**src/rtl/dmem_arbiter.sv**
```systemverilog
// dmem_arbiter: two-port arbiter/sequencer for single-ported data memory.
// Define DMEM_ARB_RR_EN for round-robin ties; otherwise port 0 has fixed priority.
module dmem_arbiter #(
  parameter int AW = 32,
  parameter int DW = 32,
  parameter int MEM_LAT = 1
) (
  input  logic          clk,
  input  logic          rst,
  input  logic          m0_req,
  input  logic          m0_we,
  input  logic [2:0]    m0_mem_type,
  input  logic [AW-1:0] m0_addr,
  input  logic [DW-1:0] m0_wdata,
  output logic          m0_gnt,
  output logic          m0_rvalid,
  output logic [DW-1:0] m0_rdata,
  input  logic          m1_req,
  input  logic          m1_we,
  input  logic [2:0]    m1_mem_type,
  input  logic [AW-1:0] m1_addr,
  input  logic [DW-1:0] m1_wdata,
  output logic          m1_gnt,
  output logic          m1_rvalid,
  output logic [DW-1:0] m1_rdata,
  output logic          mem_rd_en,
  output logic          mem_wr_en,
  output logic [2:0]    mem_type,
  output logic [AW-1:0] mem_addr,
  output logic [DW-1:0] mem_wdata,
  input  logic [DW-1:0] mem_rdata,
  output logic          busy
);
  typedef enum logic [1:0] {IDLE, ISSUE, WAIT} state_t;
  state_t        state_q, state_d;
  logic          owner_q, owner_d, we_q, we_d, sel, rv;
  logic [2:0]    type_q, type_d;
  logic [AW-1:0] addr_q, addr_d;
  logic [DW-1:0] wdata_q, wdata_d;
  logic [1:0]    cnt_q, cnt_d;
`ifdef DMEM_ARB_RR_EN
  logic last_q, last_d;
  assign sel = (m0_req && m1_req) ? !last_q : m1_req;
  assign last_d = (state_q == IDLE && (m0_req || m1_req)) ? sel : last_q;
  always_ff @(posedge clk or posedge rst)
    if (rst) last_q <= 1'b1;
    else last_q <= last_d;
`else
  assign sel = m1_req && !m0_req;
`endif
  // grants are combinational in IDLE and suppressed while reset is held
  assign m0_gnt = state_q == IDLE && !rst && m0_req && !sel;
  assign m1_gnt = state_q == IDLE && !rst && m1_req && sel;
  always_comb begin
    state_d = state_q;
    owner_d = owner_q;
    we_d    = we_q;
    type_d  = type_q;
    addr_d  = addr_q;
    wdata_d = wdata_q;
    cnt_d   = cnt_q;
    case (state_q)
      IDLE: if (m0_req || m1_req) begin
        state_d = ISSUE;
        owner_d = sel;
        we_d    = sel ? m1_we : m0_we;
        type_d  = sel ? m1_mem_type : m0_mem_type;
        addr_d  = sel ? m1_addr : m0_addr;
        wdata_d = sel ? m1_wdata : m0_wdata;
      end
      ISSUE: begin
        state_d = we_q ? IDLE : WAIT;
        cnt_d   = 2'(MEM_LAT - 1);
      end
      WAIT: begin
        cnt_d   = cnt_q - 2'd1;
        state_d = cnt_q == 2'd0 ? IDLE : WAIT;
      end
      default: state_d = IDLE;
    endcase
  end
  always_ff @(posedge clk or posedge rst)
    if (rst) begin
      state_q <= IDLE;
      owner_q <= 1'b0;
      we_q    <= 1'b0;
      type_q  <= '0;
      addr_q  <= '0;
      wdata_q <= '0;
      cnt_q   <= '0;
    end else begin
      state_q <= state_d;
      owner_q <= owner_d;
      we_q    <= we_d;
      type_q  <= type_d;
      addr_q  <= addr_d;
      wdata_q <= wdata_d;
      cnt_q   <= cnt_d;
    end
  assign rv        = state_q == WAIT && cnt_q == 2'd0;
  assign m0_rvalid = rv && !owner_q;
  assign m1_rvalid = rv && owner_q;
  assign m0_rdata  = m0_rvalid ? mem_rdata : '0;
  assign m1_rdata  = m1_rvalid ? mem_rdata : '0;
  assign mem_rd_en = state_q == ISSUE && !we_q;
  assign mem_wr_en = state_q == ISSUE && we_q;
  assign mem_type  = type_q;
  assign mem_addr  = addr_q;
  assign mem_wdata = wdata_q;
  assign busy      = state_q != IDLE;
endmodule
```
**config.mk**
```make
export PLATFORM = sky130hd
export DESIGN_NAME = dmem_arbiter
export DESIGN_NICKNAME = d
export VERILOG_FILES = /design/src/rtl/dmem_arbiter.sv
export SDC_FILE = /design/constraint.sdc
export NUM_CORES = 1
export LEC_CHECK = 0
export CAP_MARGIN = 5
export CORE_AREA = 3 3 119 121
export CTS_BUF_LIST = sky130_fd_sc_hd__clkbuf_16
export DETAILED_ROUTE_END_ITERATION = 10
export DIE_AREA = 0 0 122 124
export PLACE_DENSITY = 0.71
export SLEW_MARGIN = 15
export SYNTH_ARGS = -nofsm -noshare
export SYNTH_HDL_FRONTEND = slang
export SYNTH_SLANG_ARGS = --single-unit
```
**constraint.sdc**
```tcl
create_clock -name clk -period 3.9 [get_ports clk]
set_input_delay 0.78 -clock clk [delete_from_list [all_inputs] [get_ports clk]]
set_output_delay 0.78 -clock clk [all_outputs]
set_load 0.02 [all_outputs]
```
-- Yosys cells after proc, flatten, opt, wreduce, memory -nomap -nowiden
Index checks and enable logic that the tools add are counted.
- add/sub/neg operators: 1
- $mul: 0
- divide/modulo/power cells: 0
- magnitude comparators: 0
- equal/unequal tests: 3
- shifts and indexed selects: 0
- multiplexer cells: 11
- bitwise logic cells: 0
- reduce and logical (&&, ||, !) cells: 22
- operator list (operator ; number):
    2-to-1 mux 32 bit ; 4
    logical AND 1 bit ; 11
    2-to-1 mux 2 bit ; 3
    case mux 2 bit (3 select lines) ; 1
    logical NOT 1 bit ; 5
    logical NOT 2 bit ; 2
    case mux 2 bit (2 select lines) ; 1
    nonzero test 2 bit ; 2
    2-to-1 mux 3 bit ; 1
    == test 2 x 1 -> 1 bit (second input constant) ; 1
    == test 2 bit (second input constant) ; 1
    != test 2 x 1 -> 1 bit (second input constant) ; 1
    AND reduction 2 bit ; 1
    subtractor 2 x 1 -> 2 bit (second input constant) ; 1
    logical OR 1 bit ; 1
    2-to-1 mux 1 bit ; 1
- bits in registers: 73
- latch bits: 0
- RAM bits: 0
- bits in read-only memories: 0
- input bits: 172
- output and inout port bits: 138
- memories: 0

-- Depth between registers and ports, before layout
- word-level depth: 4
- depth in mapped cells: 7
- mapped depth without buffers: 5

-- Worst setup path after synthesis
No wires, ideal clock.
- path kind: input-to-output
- start point: input port rst
- end point: output port m1_gnt
- data arrival time: 2788 ps
- data required time: 3120 ps
- slack: 332 ps
- cell stages on the path: 2
- buffers on the path: 0
- cells stage by stage: inv_1 and3_1
- word-level cells in the longest chain between the ends: 4
- RTL lines (what ; RTL line ; source):
    start, declared ; 9 ; input logic rst,
    logical NOT 1 bit (no source line) ; - ;
    logical AND 1 bit (3 in series) ; 53 ; assign m1_gnt = state_q == IDLE && !rst && m1_req && sel;
    end, declared ; 23 ; output logic m1_gnt,
No other way between the ends.

-- Worst setup path after layout
- start point: register state_q[0]
- end point: output port m1_rdata[18]
- word-level cells in the longest chain between the ends: 4
- RTL lines (what ; RTL line ; source):
    start, declared ; 35 ; state_t state_q, state_d;
    start signal, assigned ; 92 ; state_q <= state_d;
    == test 2 bit ; 100 ; assign rv = state_q == WAIT && cnt_q == 2'd0;
    logical AND 1 bit ; 100 ;
    logical AND 1 bit ; 102 ; assign m1_rvalid = rv && owner_q;
    2-to-1 mux 32 bit ; 104 ; assign m1_rdata = m1_rvalid ? mem_rdata : '0;
    end, declared ; 25 ; output logic [DW-1:0] m1_rdata,
No other way between the ends.

==> results.ini <==
[grt]
grt_start_max_net_pins = 137
gr-total-overflow = 0
grt_pass1_wl_microns = 20100
grt_pass1_vias = 3926
grt_usage = 0.1703
grt_antenna_before_repair = 0

[routing]
dr.first_iter.drc_count = 101
routed_via_density = 4.405
drc = 0
routed_wl_microns = 13440
postRouteAntennaNets = 0
drtPass1Iterations = 4
vias = 3876
wl_per_cell_microns = 15.27

[synth]
yosysWarnings = 0
synthXorXnorAreaFrac = 0
netlist_area_sq_um = 3928
synth_fp_nets = 581
netlist_instances = 402
yosys.area_share.simple = 0.1829
ys_seq_area_frac = 0.4651
avgSynthCellArea_sq_um = 9.770
synthAdderAreaFrac = 0.02230
synthDistinctLibCells = 22
synth_top_family_by_area = simple AND/OR/NAND/NOR gates
ys_ff_latch = 73
synth_compound_area_frac = 0.09621
synthMuxAreaShare = 0.1787

[setup_path]
cp_max_fo = 33
max_stage_delay_ns = 0.73
end_kind = output port
critical_path_class = reg2out
start_kind = register
cp.arrival_ns = 2.66
path_buf_inv = 2
cp_top_family = simple AND/OR/NAND/NOR gates
cp_slowest_cell = and3_1
crit_path_cell_trace = inv_1 > ha_1 > and3_1 > and2_1 > clkdlybuf4s50_1
crit_required_ns = 3.12
rr_worst_depth = 4
cp.depth = 5

[power]
power_mw = 4.642
p_leak_nw = 3.087
p_per_area_nw_per_um2 = 625.1
irDropWorstVdd_mv = 0.3177

[clock_network]
hold_buffers = 0
cts.sinks = 73
htreeDepth = 3
cts_tree = yes
clkTransAtPathRegs_ns = 0.06
cts_made_buffers = 9
post-cts-setup-buffers = 0
clk_path_buf_depth = 2
cts_resized = 0
clock_latency_ns = 0.32
cts_root_buffer = clkbuf_16

[sta]
post-route-period-util = 0.8809
finalHoldViolCount = 0
fin_skew_ns = 0.008101
max_slew_margin = 0.3978
layout_setup_ws_ns = 0.4644
hold_ws_ns = 0.4772
max_freq_mhz = 291.1
period_needed_ns = 3.436
tightest_slew_ns = 0.9033
fin_setup_tns_ns = 0
rsz0062_at_grt = false
finalSetupViolCount = 0
final_max_slew_viol_count = 0

[placement]
portBuffers = 309
post-dp-hpwl_microns = 10830
gp_congestion = 0.8450
pre_cts_slack_ns = 0.7815
dp_cells = 864

[hold_path]
min_path_cells = 2
hold_class = reg2reg

[finish]
layout.cells.non_filler = 880
layout-drive-gt1-share = 0.03267
syn2layout_area_growth_pct = 89.10
fill_cells = 1205
diodes = 0
layout.nets = 878

[die]
num_rows = 42
start_util = 0.2978
core_sq_um = 13190
die-area_sq_um = 15130
die_x_microns = 122
die_y_microns = 124
io_pins = 310

[run_status]
status = finished, final reports clean

[job]
drv_cap = 0

[flip-flops by register name, indices dropped and copies added, names as in the netlist]
name	flops
mem_addr	32
mem_wdata	32
mem_type	3
cnt_q	2
state_q	2
owner_q	1
we_q	1
[layer usage]
metal	routed length, microns	part of all wire	vias up	GRT usage
li1	-	-	1933	-
met1	4822	0.36	1742	0.1776
met2	7002	0.52	188	0.3173
met3	1406	0.10	13	0.06085
met4	207	0.015	0	0.05742
met5	0	0	-	0
[kinds of logic (layout without fill, tap and decap cells)]
| family | count (synthesis) | count (layout) |
|---|---|---|
| compound gates | 74 | 74 |
| fa+ha+maj | 7 | 7 |
| buf+inv | 35 | 337 |
| flops | 73 | 73 |
| mux | 70 | 70 |
| simple gates | 143 | 143 |
[path summary, 6_finish.rpt]
check,startpoint,end,slack (ns)
max in group asynchronous,rst,mem_addr[18],2.13
min,mem_wdata[6],mem_wdata[6],0.48
max,state_q[0],m1_rdata[18],0.46
min reg2reg,mem_wdata[6],mem_wdata[6],0.48
max reg2reg,state_q[1],state_q[0],2.06
min in group asynchronous,rst,cnt_q[0],0.69
[synth_stat cells, drive strengths merged]
cell type / count / share of area
and3: 3 / 0.0048
nand2: 71 / 0.068
and2: 65 / 0.10
inv: 7 / 0.0067
buf: 13 / 0.034
nor2b: 2 / 0.0038
clkbuf: 15 / 0.014
ha: 7 / 0.022
o21ai: 69 / 0.089
mux2i: 69 / 0.18
a21oi: 3 / 0.0038
o31ai: 1 / 0.0019
nor2: 1 / 0.00095
nor3b: 1 / 0.0019
o22ai: 1 / 0.0016
dfrtp: 73 / 0.47
mux2: 1 / 0.0029
[stage by stage]
stage,cell area [sq um],util
floorplan,3928,-
global placement,7116,0.5395
detailed placement,7116,0.5395
CTS,7427,0.5631
global route,7427,0.5631
finish,7427,0.5631
[area by class of cell]
class	count	area [sq um]	area share
clock inverters	7	86.33	0.01162
repair buffers	314	3143	0.4232
inverters	7	27.53	0.003706
clock buffers	9	225.2	0.03032
multi-input cells	294	1898	0.2556
well taps	176	220.2	0.02965
flip-flops and latches	73	1827	0.2460
[cell usage in the layout, fill, tap and decap left out, types with 3 or more instances in the layout]
master	instances
nand2_1	71
ha_1	7
a21oi_1	3
clkdlybuf4s50_1	309
buf_4	4
o21ai_1	9
dfrtp_1	73
o21ai_0	59
mux2i_1	69
clkbuf_16	9
inv_1	7
and2_1	65
and3_1	3
clkinv_2	3
[worst register-to-register path, delay by kind of cell, from the launching register on]
family	cells	cell delay, ns
buf+inv	1	0.14
fa+ha+maj	1	0.33
flops	1	0.42
mux	1	0.39
simple gates	1	0.44
[power breakdown]
part           total [mW]  internal [mW]  leakage (nW)  switching, mW
Combinational        2.46           1.16          2.03           1.29
Sequential           1.32           1.13         0.900          0.192
Clock               0.861          0.554         0.158          0.307
(Power assumes the default switching activity.)
